--- src/rtl/msgmii_txrate_adapt.sv ---
`default_nettype none
// ============================================================================
//  Module      : msgmii_txrate_adapt
//  Description : SGMII transmit rate adapter. Pulls GMII bytes from the MAC
//                at one byte per slot and holds each for DIV clocks
//                (100/10/1). Handles frame-safe speed switching, underrun
//                abort and a loadable slot-phase counter.
//  Revision    : 1.0 - initial release
// ============================================================================
module msgmii_txrate_adapt #(
  parameter int DW       = 8,
  parameter int DIV_10M  = 100,
  parameter int DIV_100M = 10,
  parameter int CNT_W    = 7,
  parameter int PH_W     = 3
) (
  input  logic            clk,
  input  logic            rst,
  input  logic [1:0]      speed,
  input  logic [PH_W-1:0] phase_init,
  input  logic [DW-1:0]   in_data,
  input  logic            in_en,
  input  logic            in_er,
  input  logic            in_valid,
  output logic            in_ready,
  output logic [DW-1:0]   out_data,
  output logic            out_en,
  output logic            out_er,
  output logic            out_strobe,
  output logic [PH_W-1:0] phase,
  output logic [1:0]      speed_active,
  output logic            underrun
);

  localparam logic [1:0] S_IDLE  = 2'd0;
  localparam logic [1:0] S_FRAME = 2'd1;
  localparam logic [1:0] S_ABORT = 2'd2;

  localparam logic [1:0] c_spd_10m   = 2'b00;
  localparam logic [1:0] c_spd_100m  = 2'b01;
  localparam logic [1:0] c_spd_reset = 2'b10;

  localparam logic [CNT_W-1:0] c_reload_10m  = CNT_W'(DIV_10M - 1);
  localparam logic [CNT_W-1:0] c_reload_100m = CNT_W'(DIV_100M - 1);

  logic [CNT_W-1:0] r_div_cnt;
  logic [1:0]       r_state;
  logic [1:0]       w_state_nxt;
  logic [1:0]       r_speed_active;
  logic [1:0]       w_speed_nxt;
  logic [CNT_W-1:0] w_reload;
  logic             w_slot;
  logic             w_start;
  logic             w_speed_load;

  logic [DW-1:0]    r_out_data;
  logic             r_out_en;
  logic             r_out_er;
  logic             r_out_strobe;
  logic             r_underrun;
  logic [PH_W-1:0]  r_phase;

  logic [DW-1:0]    w_data_nxt;
  logic             w_en_nxt;
  logic             w_er_nxt;
  logic             w_under_nxt;
  logic [PH_W-1:0]  w_phase_nxt;

  // A slot opens whenever the divider is at zero; the MAC is drained at slot
  // rate regardless of state, so every slot with in_valid is an acceptance.
  assign w_slot   = (r_div_cnt == '0);
  assign in_ready = w_slot & ~rst;

  // Frame start blocks a speed reload on the same slot.
  assign w_start      = w_slot & in_valid & in_en & (r_state == S_IDLE);
  assign w_speed_load = w_slot & (r_state == S_IDLE) & ~w_start;
  assign w_speed_nxt  = w_speed_load ? speed : r_speed_active;

  // Reload value follows the speed that will be in effect after this slot.
  always_comb begin
    w_reload = '0;
    case (w_speed_nxt)
      c_spd_10m:  w_reload = c_reload_10m;
      c_spd_100m: w_reload = c_reload_100m;
      default:    w_reload = '0;
    endcase
  end

  // Slot divider: reload at each slot, count down between slots.
  always_ff @(posedge clk or posedge rst) begin
    if (rst) begin
      r_div_cnt <= '0;
    end else if (w_slot) begin
      r_div_cnt <= w_reload;
    end else begin
      r_div_cnt <= r_div_cnt - CNT_W'(1);
    end
  end

  // Active speed register; only changes between frames.
  always_ff @(posedge clk or posedge rst) begin
    if (rst) begin
      r_speed_active <= c_spd_reset;
    end else begin
      r_speed_active <= w_speed_nxt;
    end
  end

  // FSM state register.
  always_ff @(posedge clk or posedge rst) begin
    if (rst) begin
      r_state <= S_IDLE;
    end else begin
      r_state <= w_state_nxt;
    end
  end

  // FSM next state, evaluated only on slot edges.
  always_comb begin
    w_state_nxt = r_state;
    if (w_slot) begin
      case (r_state)
        S_IDLE: begin
          if (in_valid && in_en) w_state_nxt = S_FRAME;
        end
        S_FRAME: begin
          if (!in_valid)   w_state_nxt = S_ABORT;
          else if (!in_en) w_state_nxt = S_IDLE;
        end
        S_ABORT: begin
          if (in_valid && !in_en) w_state_nxt = S_IDLE;
        end
        default: w_state_nxt = S_IDLE;
      endcase
    end
  end

  // FSM outputs: next values for the output registers; hold between slots.
  always_comb begin
    w_data_nxt  = r_out_data;
    w_en_nxt    = r_out_en;
    w_er_nxt    = r_out_er;
    w_under_nxt = 1'b0;
    w_phase_nxt = r_phase;
    if (w_slot) begin
      w_phase_nxt = w_start ? phase_init : r_phase + PH_W'(1);
      case (r_state)
        S_FRAME: begin
          if (!in_valid) begin
            // Starved mid-frame: poison the frame with an error symbol.
            w_data_nxt  = '0;
            w_en_nxt    = 1'b1;
            w_er_nxt    = 1'b1;
            w_under_nxt = 1'b1;
          end else begin
            w_data_nxt = in_data;
            w_en_nxt   = in_en;
            w_er_nxt   = in_er;
          end
        end
        S_ABORT: begin
          if (in_valid && !in_en) begin
            w_data_nxt = in_data;
            w_en_nxt   = 1'b0;
            w_er_nxt   = in_er;
          end else begin
            // Remaining bytes of the aborted frame are discarded.
            w_data_nxt = '0;
            w_en_nxt   = 1'b1;
            w_er_nxt   = 1'b1;
          end
        end
        default: begin
          if (in_valid) begin
            w_data_nxt = in_data;
            w_en_nxt   = in_en;
            w_er_nxt   = in_er;
          end else begin
            w_data_nxt = '0;
            w_en_nxt   = 1'b0;
            w_er_nxt   = 1'b0;
          end
        end
      endcase
    end
  end

  // Output registers: one clock of latency from acceptance to PCS.
  always_ff @(posedge clk or posedge rst) begin
    if (rst) begin
      r_out_data   <= '0;
      r_out_en     <= 1'b0;
      r_out_er     <= 1'b0;
      r_out_strobe <= 1'b0;
      r_underrun   <= 1'b0;
      r_phase      <= '0;
    end else begin
      r_out_data   <= w_data_nxt;
      r_out_en     <= w_en_nxt;
      r_out_er     <= w_er_nxt;
      r_out_strobe <= w_slot;
      r_underrun   <= w_under_nxt;
      r_phase      <= w_phase_nxt;
    end
  end

  assign out_data     = r_out_data;
  assign out_en       = r_out_en;
  assign out_er       = r_out_er;
  assign out_strobe   = r_out_strobe;
  assign underrun     = r_underrun;
  assign phase        = r_phase;
  assign speed_active = r_speed_active;

endmodule
`default_nettype wire

--- config.mk ---
export PLATFORM = sky130hd
export DESIGN_NAME = msgmii_txrate_adapt
export DESIGN_NICKNAME = d
export VERILOG_FILES = /design/src/rtl/msgmii_txrate_adapt.sv
export SDC_FILE = /design/constraint.sdc
export NUM_CORES = 1
export LEC_CHECK = 0
export BUFFER_PORTS_ARGS = -buffer_cell sky130_fd_sc_hd__buf_2
export CAP_MARGIN = 0
export CORE_MARGIN = 2
export CORE_UTILIZATION = 55
export DETAILED_ROUTE_END_ITERATION = 10
export PLACE_DENSITY_LB_ADDON = 0.12
export RECOVER_POWER = 100
export SYNTH_ARGS = -nofsm -noshare
export SYNTH_HDL_FRONTEND = slang
export SYNTH_SLANG_ARGS = --single-unit
--- constraint.sdc ---
create_clock -name clk -period 3.2 [get_ports clk]
set_clock_uncertainty 0.2 [all_clocks]
set_input_delay 0.32 -clock clk [delete_from_list [all_inputs] [get_ports clk]]
set_output_delay 0.32 -clock clk [all_outputs]
set_load 0.02 [all_outputs]
==> summary.md, run 1 <==
The detailed router used layers up to and including met4. TritonCTS built the clock tree. Entering global routing, the biggest net connects 27 pins. The fraction of final layout cells with drive strength greater than 1 came out at 0.1845. The type of the worst setup path is register to output pin. The critical path goes through inv_1, ha_1, nor4b_2, nand2_1, nor2_1, clkbuf_1.

The count of state elements after synthesis works out to 26. The worst reg2reg path startpoint was r_div_cnt[0]. The final layout contains 193 nets. After the first detailed-routing iteration, the DRC count stood at 15. The number of enable flip-flop cells after synthesis is 0, and the number of clock buffers inserted by TritonCTS is 3. The proportion of register bits with asynchronous set or reset after synthesis is 1.000. The floorplan step set the die height to 53.68 µm.

The gate count of the mapped netlist is 132. The run gives 0 as the number of antenna violations at the first check in global routing. The half-perimeter wire length after detailed placement came out at 2.069 mm. Of all cell types, the one taking the most synthesized area is dfrtp_1. Setup repair after global routing left no endpoint under its margin.

The worst hold slack is 0.006427 ns. The floorplan die area was 0.002882 mm². The tools report the data required time at the worst endpoint as 2.68 ns. The post-CTS setup buffer count was 0.

The standard cell with the maximum stage delay on the critical path is nor4b_2. For this block, wires on met1 add up to 1.291 mm. The logs give 36 for the number of unique standard cell types used by synthesis and 0 for the remaining routing DRC violations. The critical-path maximum fanout is 10. Hold repair after CTS inserted 0 buffers. In the detailed route, the total length drawn on met3 is 121 µm. The library cell used most frequently in the layout, excluding fill and tap cells, is dfrtp_1. Placeable core region: 0.002410 mm². The total inserted antenna cells was 0; the count of nets left with antenna violations after detail routing was 0. Once the clock tree was built, the resizer swapped 0 gates to a different size.

The headroom to the max-slew limit is 0.3502, and the worst endpoint data arrival time is 2.20 ns. The flow ran to the end, and the final reports show no timing, DRC or antenna violations. Leaving out fill and tap cells, the most frequent cells in the layout are dfrtp_1, clkbuf_1, o21ai_0, buf_2, nor2_1. The number of H-tree branching levels is 1. Setup violations remaining at the end of the flow were counted as 0. Total power for the finished layout comes to 0.0004950 W. The run gives 26 as the sink count of the clock tree. In the routed layout, each cell is associated on average with a via count of 5.626. Tracing the worst setup path back leads to its startpoint at r_div_cnt[0]. The logs give 0 for the final max-slew violation count and 0 ns for the final-layout setup total negative slack. After synthesis, the cell types taking the most area are dfrtp_1, o21ai_0, ha_1. The final layout contains routed wiring with a total length of 2.791 mm.

Category of the worst setup path launch point: a register. Together, buffers and inverters on the worst path number 2. The tools report the first-pass GRT wire length as 4.471 mm.

The clock latency reported for the late side of the worst-skew pair was 0.32 ns; the wire length per cell after detailed routing was 14.10 µm. The detailed route wirelength on metal2 was 1.362 mm; the number of rows created at floorplan was 18. The routability congestion estimate from global placement came out at 0.8492. The reported max-cap violation count came out at 0. Among all flip-flop cells after synthesis, the most frequent one is dfrtp_1.

On the critical path the largest part of the delay comes from simple AND/OR/NAND/NOR gates. The post-synthesis instance area is 0.001358 mm², and the synthesis-to-finish area growth is 14.56%. The via count of the first global-routing pass was 1026; the warning count from the yosys run was 0.

The worst setup path is captured at an output pin. In this design, the stage delay of the slowest critical-path cell is 0.47 ns. The initial core utilization was 0.5633; the aggregate global routing overflow was 0.

The clock transition at the registers of the reported paths is 0.14 ns. The path class of the tightest hold or removal check is input port to asynchronous set/reset pin. The peak supply drop was 0.2415 mV; the width of the chip was 53.68 µm.

For the sequential-to-total area share from yosys stat, the log shows 0.4802. The number of vias in the routed layout is 1114. The number of buffers added on ports works out to 35. The tools report the final hold violation count as 0. The clock root buffer was clkbuf_4. In this run the power density over the cells is 318.3 mW/mm². For this design the static power due to leakage is 0.7083 nW. Counting every net in the synthesized netlist gives 156.

For this design the top-level I/O count stands at 36. The portion of synthesized cell area occupied by the leading cell type was 0.4608; the number of detailed-route iterations in the first pass was 4. The clock period minus worst slack was 2.716 ns; the transition at the pin with the smallest max-transition slack was 0.9737 ns. The final critical-path share of the clock period is 0.8487.

A synthesized cell averages 10.28 µm². No sink is reached through more buffers than the 2 on the longest clock path. The all-layer global routing usage came out at 0.2151.

Timing would allow up to 0.3682 GHz.
[per-layer routing]
layer / up-vias / track usage
met2: 26 / 0.3638
li1: 545 / -
met3: 2 / 0.02500
met1: 541 / 0.2778
met4: 0 / 0.08974
met5: - / 0
[cell families after synthesis]
| logic type | synth area share |
|---|---|
| mux | 0.08203 |
| fa+ha+maj | 0.05530 |
| compound gates | 0.1853 |
| simple gates | 0.1475 |
| flops | 0.4802 |
| xor+xnor | 0.01936 |
| buf+inv | 0.03042 |
[per-stage QoR]
stage	util	setup WS, ns	area (µm²)	std cells
2_1_floorplan	-	0.9343	1358	132
3_3_place_gp	0.6485	1.003	1563	194
3_5_place_dp	0.6485	0.9158	1563	194
4_1_cts	0.6594	0.5495	1589	198
5_1_grt	0.6454	0.2937	1555	198
6_report	0.6454	0.4842	1555	198
[layout make-up]
| type | instances | area [µm²] |
|---|---|---|
| clock buffer | 4 | 26.28 |
| fill | 205 | 854.6 |
| inverter | 7 | 26.28 |
| multi-input combinational | 95 | 655.6 |
| sequential | 26 | 651.9 |
| tap | 30 | 37.54 |
| timing repair buffer | 36 | 157.7 |
[registers in the layout, indices dropped and copies added (netlist names)]
| name | cells |
|---|---|
| out_en | 1 |
| underrun | 1 |
| out_data | 8 |
| r_state | 2 |
| out_er | 1 |
| speed_active | 2 |
| phase | 3 |
| r_div_cnt | 7 |
| out_strobe | 1 |
[cell usage after synthesis, types with 3 or more instances]
cell       number
mux2i_1         7
nand2_1        10
ha_1            6
dfrtp_1        25
clkbuf_1        4
o2bb2ai_1       3
xnor2_1         3
o21ai_0        18
inv_1           7
a21oi_1         4
nor2_1         12
nor2b_1         3
[worst paths after layout]
check / end / slack (ns) / cells after the start
setup reg to reg: speed_active[0] / 0.79 / 5
min in group clk: out_data[1] / 0.02 / 3
max in group asynchronous: r_div_cnt[4] / 2.18 / 2
hold / removal: out_data[7] / 0.006 / 2
hold reg to reg: out_en / 0.32 / 1
setup / recovery: in_ready / 0.48 / 6
[where the power goes]
part / total [W] / internal (W) / switching (W) / leakage, nW
Clock: 0.000141 / 0.0000487 / 0.0000918 / 0.0150
Sequential: 0.000329 / 0.000329 / 0 / 0.288
Combinational: 0.0000259 / 0.0000103 / 0.0000156 / 0.405
Power figures use the tool's default switching activity.
==> run 2, diff against run 1 <==
Settings changed: ABC_AREA set to 1, CORE_UTILIZATION 55 to 46.
Clock period 3.2 ns to 2.32 ns, I/O delays scaled along.
==> summary.md, run 2 <==
The flow ran to the end, and the final reports show no timing, DRC or antenna violations. The highest achievable clock rate is 0.4661 GHz. Setup repair after global routing left no endpoint under its margin.

Together, buffers and inverters on the worst path number 3. The mean post-synth cell area was 8.473 µm². The synthesized-area fraction occupied by xor and xnor cells was 0.01963.

After detailed routing, the total wire length is 2.796 mm. Counting every sink on the clock net gives 26. 0 antenna diodes ended up in the layout. The post-synthesis compound-gate area fraction is 0.07009, and the number of gates given a new drive strength after cts is 0. At the worst endpoint, the required time is 1.89 ns. The via count of the first global-routing pass was 1200.

The run gives 0.1937 as the all-layer global routing usage. The met1 layer usage reported by global route was 0.2608. The number of clock buffers added by TritonCTS is 3.

The critical path goes through inv_1, ha_1, nand2_1, nor2_8, inv_1, nor2_1, clkbuf_2. The worst min-delay path category is input port to register. The run gives 182 as the net count of the mapped netlist.

The run gives 0.3533 as the headroom to the max-slew limit. The run gives 0.0007280 W as the overall power consumption. The transition at the pin with the smallest max-transition slack was 0.9701 ns.

The number of enable flip-flop cells after synthesis is 0. Dividing the detail-routed wire length by the instance count gives 11.65 µm. Area of placed instances: 0.001551 mm². The fraction of final layout cells with drive strength greater than 1 is 0.1483. The number of placed instances, taps included, is 224. The count of nets left with antenna violations after detail routing was 0. The most frequent cell on the critical path is inv_1. Across the run, the number of max-cap violations was 0.

The area share of fa/ha/maj cells after synthesis works out to 0.05607. On the worst path, the slowest cell contributes a delay of 0.41 ns. The maximum buffer depth of the clock tree is 2.

The fraction of power spent switching nets was 0.2100; the count of hold-fix buffers inserted at cts was 12. The final critical-path share of the clock period was 0.9248; the leakage dissipation was 0.8277 nW. The critical-path maximum fanout came out at 14.

In the synthesized netlist, the cells that appear most often are nand2_1, dfrtp_1, inv_1. Initial core utilization: 0.4855. The met2 usage is 0.3214, and the half-perimeter wire length after detailed placement is 2.000 mm. The worst endpoint data arrival time is 1.71 ns, and the post-synthesis mux area share is 0. The portion of synthesized cell area occupied by the leading cell type was 0.4673; the die extent in y was 57.95 µm.

The library cell used most frequently in the layout, excluding fill and tap cells, is nand2_1. The number of top-level pins is 36, and the width of the chip is 57.95 µm. TritonCTS built the clock tree. For the finished layout, the period the worst path requires is 2.145 ns. In the synthesized netlist the dominant register cell turns out to be dfrtp_1. The cell type with the highest aggregate area in the netlist is dfrtp_1. The flip-flop count of the largest register, all copies and words added came out at 8.

For the number of unique standard cell types used by synthesis, the log shows 26. By area the synthesized netlist is led by dfrtp_1, nand2_1, ha_1. The run gives 234 as the number of nets in the layout. The kind of cell with the highest combined delay along the critical path is simple AND/OR/NAND/NOR gates. The tools report the number of H-tree branching levels as 1. The largest individual stage delay along the critical path comes from the cell dfrtp_1. The number of vias in the routed layout was 1147.

The number of design-rule violations left by the first detailed-router iteration is 49. Clock transition at the registers of the reported paths: 0.14 ns. The logs give 0 ns for the final-layout setup total negative slack and 0.001657 mm² for the post-route standard cell area excluding fillers.

The logic gate share of total power was 0.070. The worst setup path is captured at an output pin. The tools report the met3 layer usage reported by global route as 0.02455. Clock latency reported for the late side of the worst-skew pair: 0.31 ns.

Entering global routing, the biggest net connects 19 pins. The run gives 158 as the gate count of the mapped netlist. The global routing's busiest layer was met2.

The simple-gate share of the synthesized area is 0.2991, and the fraction of power consumed by the clock network is 0.307. For the number of antenna violations at the first check in global routing, the log shows 0. For this design the ratio of total power to cell area is 439.5 mW/mm². The run gives 0 as the final hold violation count.

At the placement stage, the worst setup path has a slack of 0.5220 ns. The first global-routing pass estimated 5.085 mm of wire. After synthesis, the largest family of logic cells by area is simple AND/OR/NAND/NOR gates. The floorplan has 19 rows.

The critical path in this run is classified as register to output pin. Port buffering added 35 buffers. Setup violation total in the final timing report: 0.

The proportion of register bits with asynchronous set or reset after synthesis is 1.000, and the count of state elements after synthesis is 26. The count of cells in the finished layout, fillers not included, comes to 240. The core region is 0.002758 mm². The peak supply drop is 0.3251 mV. Leaving out fill and tap cells, the most frequent cells in the layout are nand2_1, dfrtp_1, clkbuf_1. Global routing finished with a remaining overflow of 0. The final max-slew violation count is 0. For this run, design rule violations remaining after detail routing come to 0.

At the end of routability-driven placement, the weighted congestion stood at 0.8712. The run gives 0.1745 ns as the smallest setup slack after layout. Summed over all nets, the switching power comes to 0.0001529 W. The category of the worst setup path launch point was a register. Relative to the synthesized area, the layout overhead comes to 23.74%. The tools report the internal power summed over all cells as 0.0005752 W. Yosys instantiated no cell more often than nand2_1. The floorplan step defined a die boundary enclosing 0.003358 mm². The clock root buffer is clkbuf_4. During synthesis, Yosys emitted a total of 0 warnings.

Per-cell via count in the routed design: 4.779. The pre-antenna-repair detailed-routing pass consisted of 4 iterations. Once the clock tree was built, the setup fixing pass inserted 0 buffers. After synthesis the cells add up to 0.001339 mm².

The sequential share of power was 0.623; the sequential-to-total area share from yosys stat was 0.4869.
-- run 2: power groups by stage --
stage / logic (W) / registers (W) / clock network (W)
finish: 0.0000510 / 0.000453 / 0.000224
global route: 0.0000577 / 0.000454 / 0.000249
CTS: 0.0000524 / 0.000453 / 0.000237
detailed placement: 0.0000371 / 0.000462 / 0
global placement: 0.0000364 / 0.000462 / 0
floorplan: 0.0000158 / 0.000462 / 0
-- run 2: kinds of logic (layout without fill, tap and decap cells) --
group / count (synthesis) / count (layout)
flip-flops: 26 / 26
XOR/XNOR: 3 / 3
AND/OR/NAND/NOR: 86 / 86
AO/OA/AOI/OAI: 16 / 16
buffers and inverters: 21 / 72
adder cells (fa/ha/maj): 6 / 6
-- run 2: metrics by stage --
stage / utilization / hold WS (ns)
6_report: 0.6007 / 0.03819
5_1_grt: 0.6007 / 0.06450
4_1_cts: 0.6193 / 0.02705
3_5_place_dp: 0.5626 / 0.01819
3_3_place_gp: 0.5626 / 0.008994
2_1_floorplan: - / 0.07128
-- run 2: worst paths after layout --
path                                   start           to  slack (ns)  depth (start not counted)
worst max-delay path            r_div_cnt[0]     in_ready        0.17                          7
worst min register to register   out_data[4]  out_data[4]        0.30                          2
worst min-delay path                in_valid     underrun        0.04                          4
max in group asynchronous                rst     phase[1]        0.52                          4
worst max register to register  r_div_cnt[0]     phase[1]        0.42                          8
min in group asynchronous                rst  out_data[7]        0.21                          3
-- run 2: cell type report --
class / count / area [µm²]
fill: 256 / 1101
sequential: 26 / 651.9
multi-input combinational: 111 / 573.1
timing repair buffer: 50 / 289.0
inverter: 18 / 67.56
tap: 31 / 38.79
clock buffer: 4 / 36.28
-- run 2: metal layers --
metal  routed length, µm  up-vias
met5                   0        -
met2                1286       25
li1                    -      601
met1                1383      517
met4                  30        0
met3                  94        4
-- run 2: worst min-delay path: stages --
cell and delay, ns:
buf_2 0.09, inv_1 0.07, nand2_1 0.09, nor2_1 0.05
==> run 3, diff against run 2 <==
Settings changed: CORE_UTILIZATION 46 to 55.
Clock period 2.32 ns to 2.7 ns, I/O delays scaled along.
==> summary.md, run 3 (synthesis gave the netlist of run 2 again) <==
The flow ran to the end, and the final reports show no timing, DRC or antenna violations. The floorplan has 17 rows. The leading cell type in the layout, fill and taps excluded is nand2_1. The final-layout setup total negative slack is 0 ns. The clock transition at the registers of the reported paths is 0.13 ns.

The tools report the number of H-tree branching levels as 1. The run gives 0.002255 mm² as the placeable core region. The clock period minus worst slack was 2.498 ns. The floorplan step set the die height to 53.34 µm. The die covers 0.002845 mm². The run gives 0 as the reported max-cap violation count. STA puts the critical path data arrival time at 2.03 ns. The critical path goes through inv_1, ha_1, nand2_1, nor2_8, inv_2, nor2_1, buf_2. After clock tree synthesis, the repair step resized 0 gates. For this run, design rule violations remaining after detail routing come to 0. The number of detailed-route iterations in the first pass is 4. TritonCTS built the clock tree. The critical path is of the register to output pin type. The width of the chip was 53.34 µm; the number of vias in the routed layout was 1175. The run gives 0.2959 mV as the peak supply drop. The final critical-path share of the clock period was 0.9252; the setup violation total in the final timing report was 0. The root buffer cell chosen for the clock tree is clkbuf_4. Critical-path maximum fanout: 28.

The per-cell via count in the routed design was 5.043. The initial core utilization was 0.5938. For this run, the top clock speed supported by timing is 0.4003 GHz.

Detailed placement finished with a half-perimeter wire length of 1.971 mm. Port buffering added 35 buffers. For the pin with the worst max-slew slack, the measured transition is 0.9642 ns.

Leaving out fill and tap cells, the most frequent cells in the layout are nand2_1, dfrtp_1, clkbuf_1. On the worst path, the slowest cell contributes a delay of 0.41 ns. After global routing the overflow that remains totals 0. The first global-routing pass estimated 4.816 mm of wire. STA classifies the critical path startpoint as a register. Standard cell with the maximum stage delay on the critical path: dfrtp_1. Power density over the cells: 381.9 mW/mm². The final hold violation count came out at 0.

The headroom to the max-slew limit was 0.3565. The fraction of final layout cells with drive strength greater than 1 works out to 0.1463. The tools report the number of top-level pins as 36. The detail route stage leaves a number of antenna-violating nets equal to 0. The wire length per cell after detailed routing was 12.70 µm; the synthesis-to-finish area growth was 21.50%. Counting the fill cells in the layout gives 175.

The analysis attributes to cell leakage a power of 0.8146 nW. The run gives 0 as the final max-slew violation count. Sink count of the clock tree: 26. The via count of the first global-routing pass came out at 1123.

Routability-driven placement finished with a final weighted congestion of 0.7868. The worst min-delay path category is input port to register. Data on the critical path is required at its endpoint by 2.23 ns. The worst setup path is captured at an output pin.

The tools report the number of nets in the layout as 230. Summing internal, switching and leakage power gives 0.0006212 W. For the all-layer global routing usage, the log shows 0.2361. The total inserted antenna cells came out at 0.

The largest net degree at the start of global routing was 29; the total wire length was 2.959 mm. The detailed router finished its first iteration with 20 violations. The run gives 0 as the number of antenna violations at the first check in global routing. The later pin in the worst-skew pair is clocked with a latency of 0.31 ns. The run gives 3 as the number of clock buffers inserted by TritonCTS. Setup repair after global routing left no endpoint under its margin. The register with the most flip-flops in the layout has 8 of them. The clock passes through at most 2 buffers.
-- run 3: critical path: cells and delay by family, from the launching register on --
family | cells | cell delay, ns
adders and majority gates | 1 | 0.19
buffers and inverters | 3 | 0.51
DFF | 1 | 0.41
and+or+nand+nor | 3 | 0.60
-- run 3: path summary, 6_finish.rpt --
kind | start | to | slack, ns | cells after the start
max | r_div_cnt[0] | in_ready | 0.20 | 7
min | speed[0] | speed_active[0] | 0.03 | 3
max reg2reg | r_div_cnt[0] | r_div_cnt[1] | 0.63 | 9
min reg2reg | out_data[3] | out_data[3] | 0.30 | 2
max in group asynchronous | rst | out_data[0] | 1.19 | 3
min in group asynchronous | rst | underrun | 0.53 | 3
-- run 3: cell type report --
type / instances / area (µm²) / share of cell area
tap: 28 / 35.03 / 0.02154
clock buffer: 4 / 36.28 / 0.02231
multi-input combinational: 111 / 573.1 / 0.3523
timing repair buffer: 46 / 262.8 / 0.1615
sequential: 26 / 651.9 / 0.4008
inverter: 18 / 67.56 / 0.04154
-- run 3: power breakdown --
part,total [W],switching (W),internal (W)
Clock,0.000189,0.000107,0.0000822
Sequential,0.000389,0,0.000389
Combinational,0.0000428,0.0000216,0.0000212
Total,0.000621,0.000128,0.000493
-- run 3: metal layers --
layer	share of wire	track usage	vias up
met4	0.0071	0.06410	0
met5	0	0	-
met3	0.053	0.03390	2
met1	0.44	0.3015	534
met2	0.50	0.4136	42
li1	-	-	597
-- run 3: through the flow --
stage | worst slack, ns | cells | utilization | hold WS (ns) | instance area (µm²)
global placement | 0.6049 | 218 | 0.6765 | 0.2432 | 1525
global route | 0.04131 | 233 | 0.7214 | 0.05047 | 1627
CTS | 0.1810 | 232 | 0.7370 | 0.0008598 | 1662
detailed placement | 0.5403 | 218 | 0.6765 | 0.2601 | 1525
finish | 0.2021 | 233 | 0.7214 | 0.03168 | 1627
floorplan | 0.7706 | 158 | - | 0.1093 | 1339
-- run 3: timing repair --
item,4_1_cts,5_1_grt
setup buffers,0,0
endpoints found under the setup margin,0,0
hold buffers,10,1
hold endpoints to repair,34,1
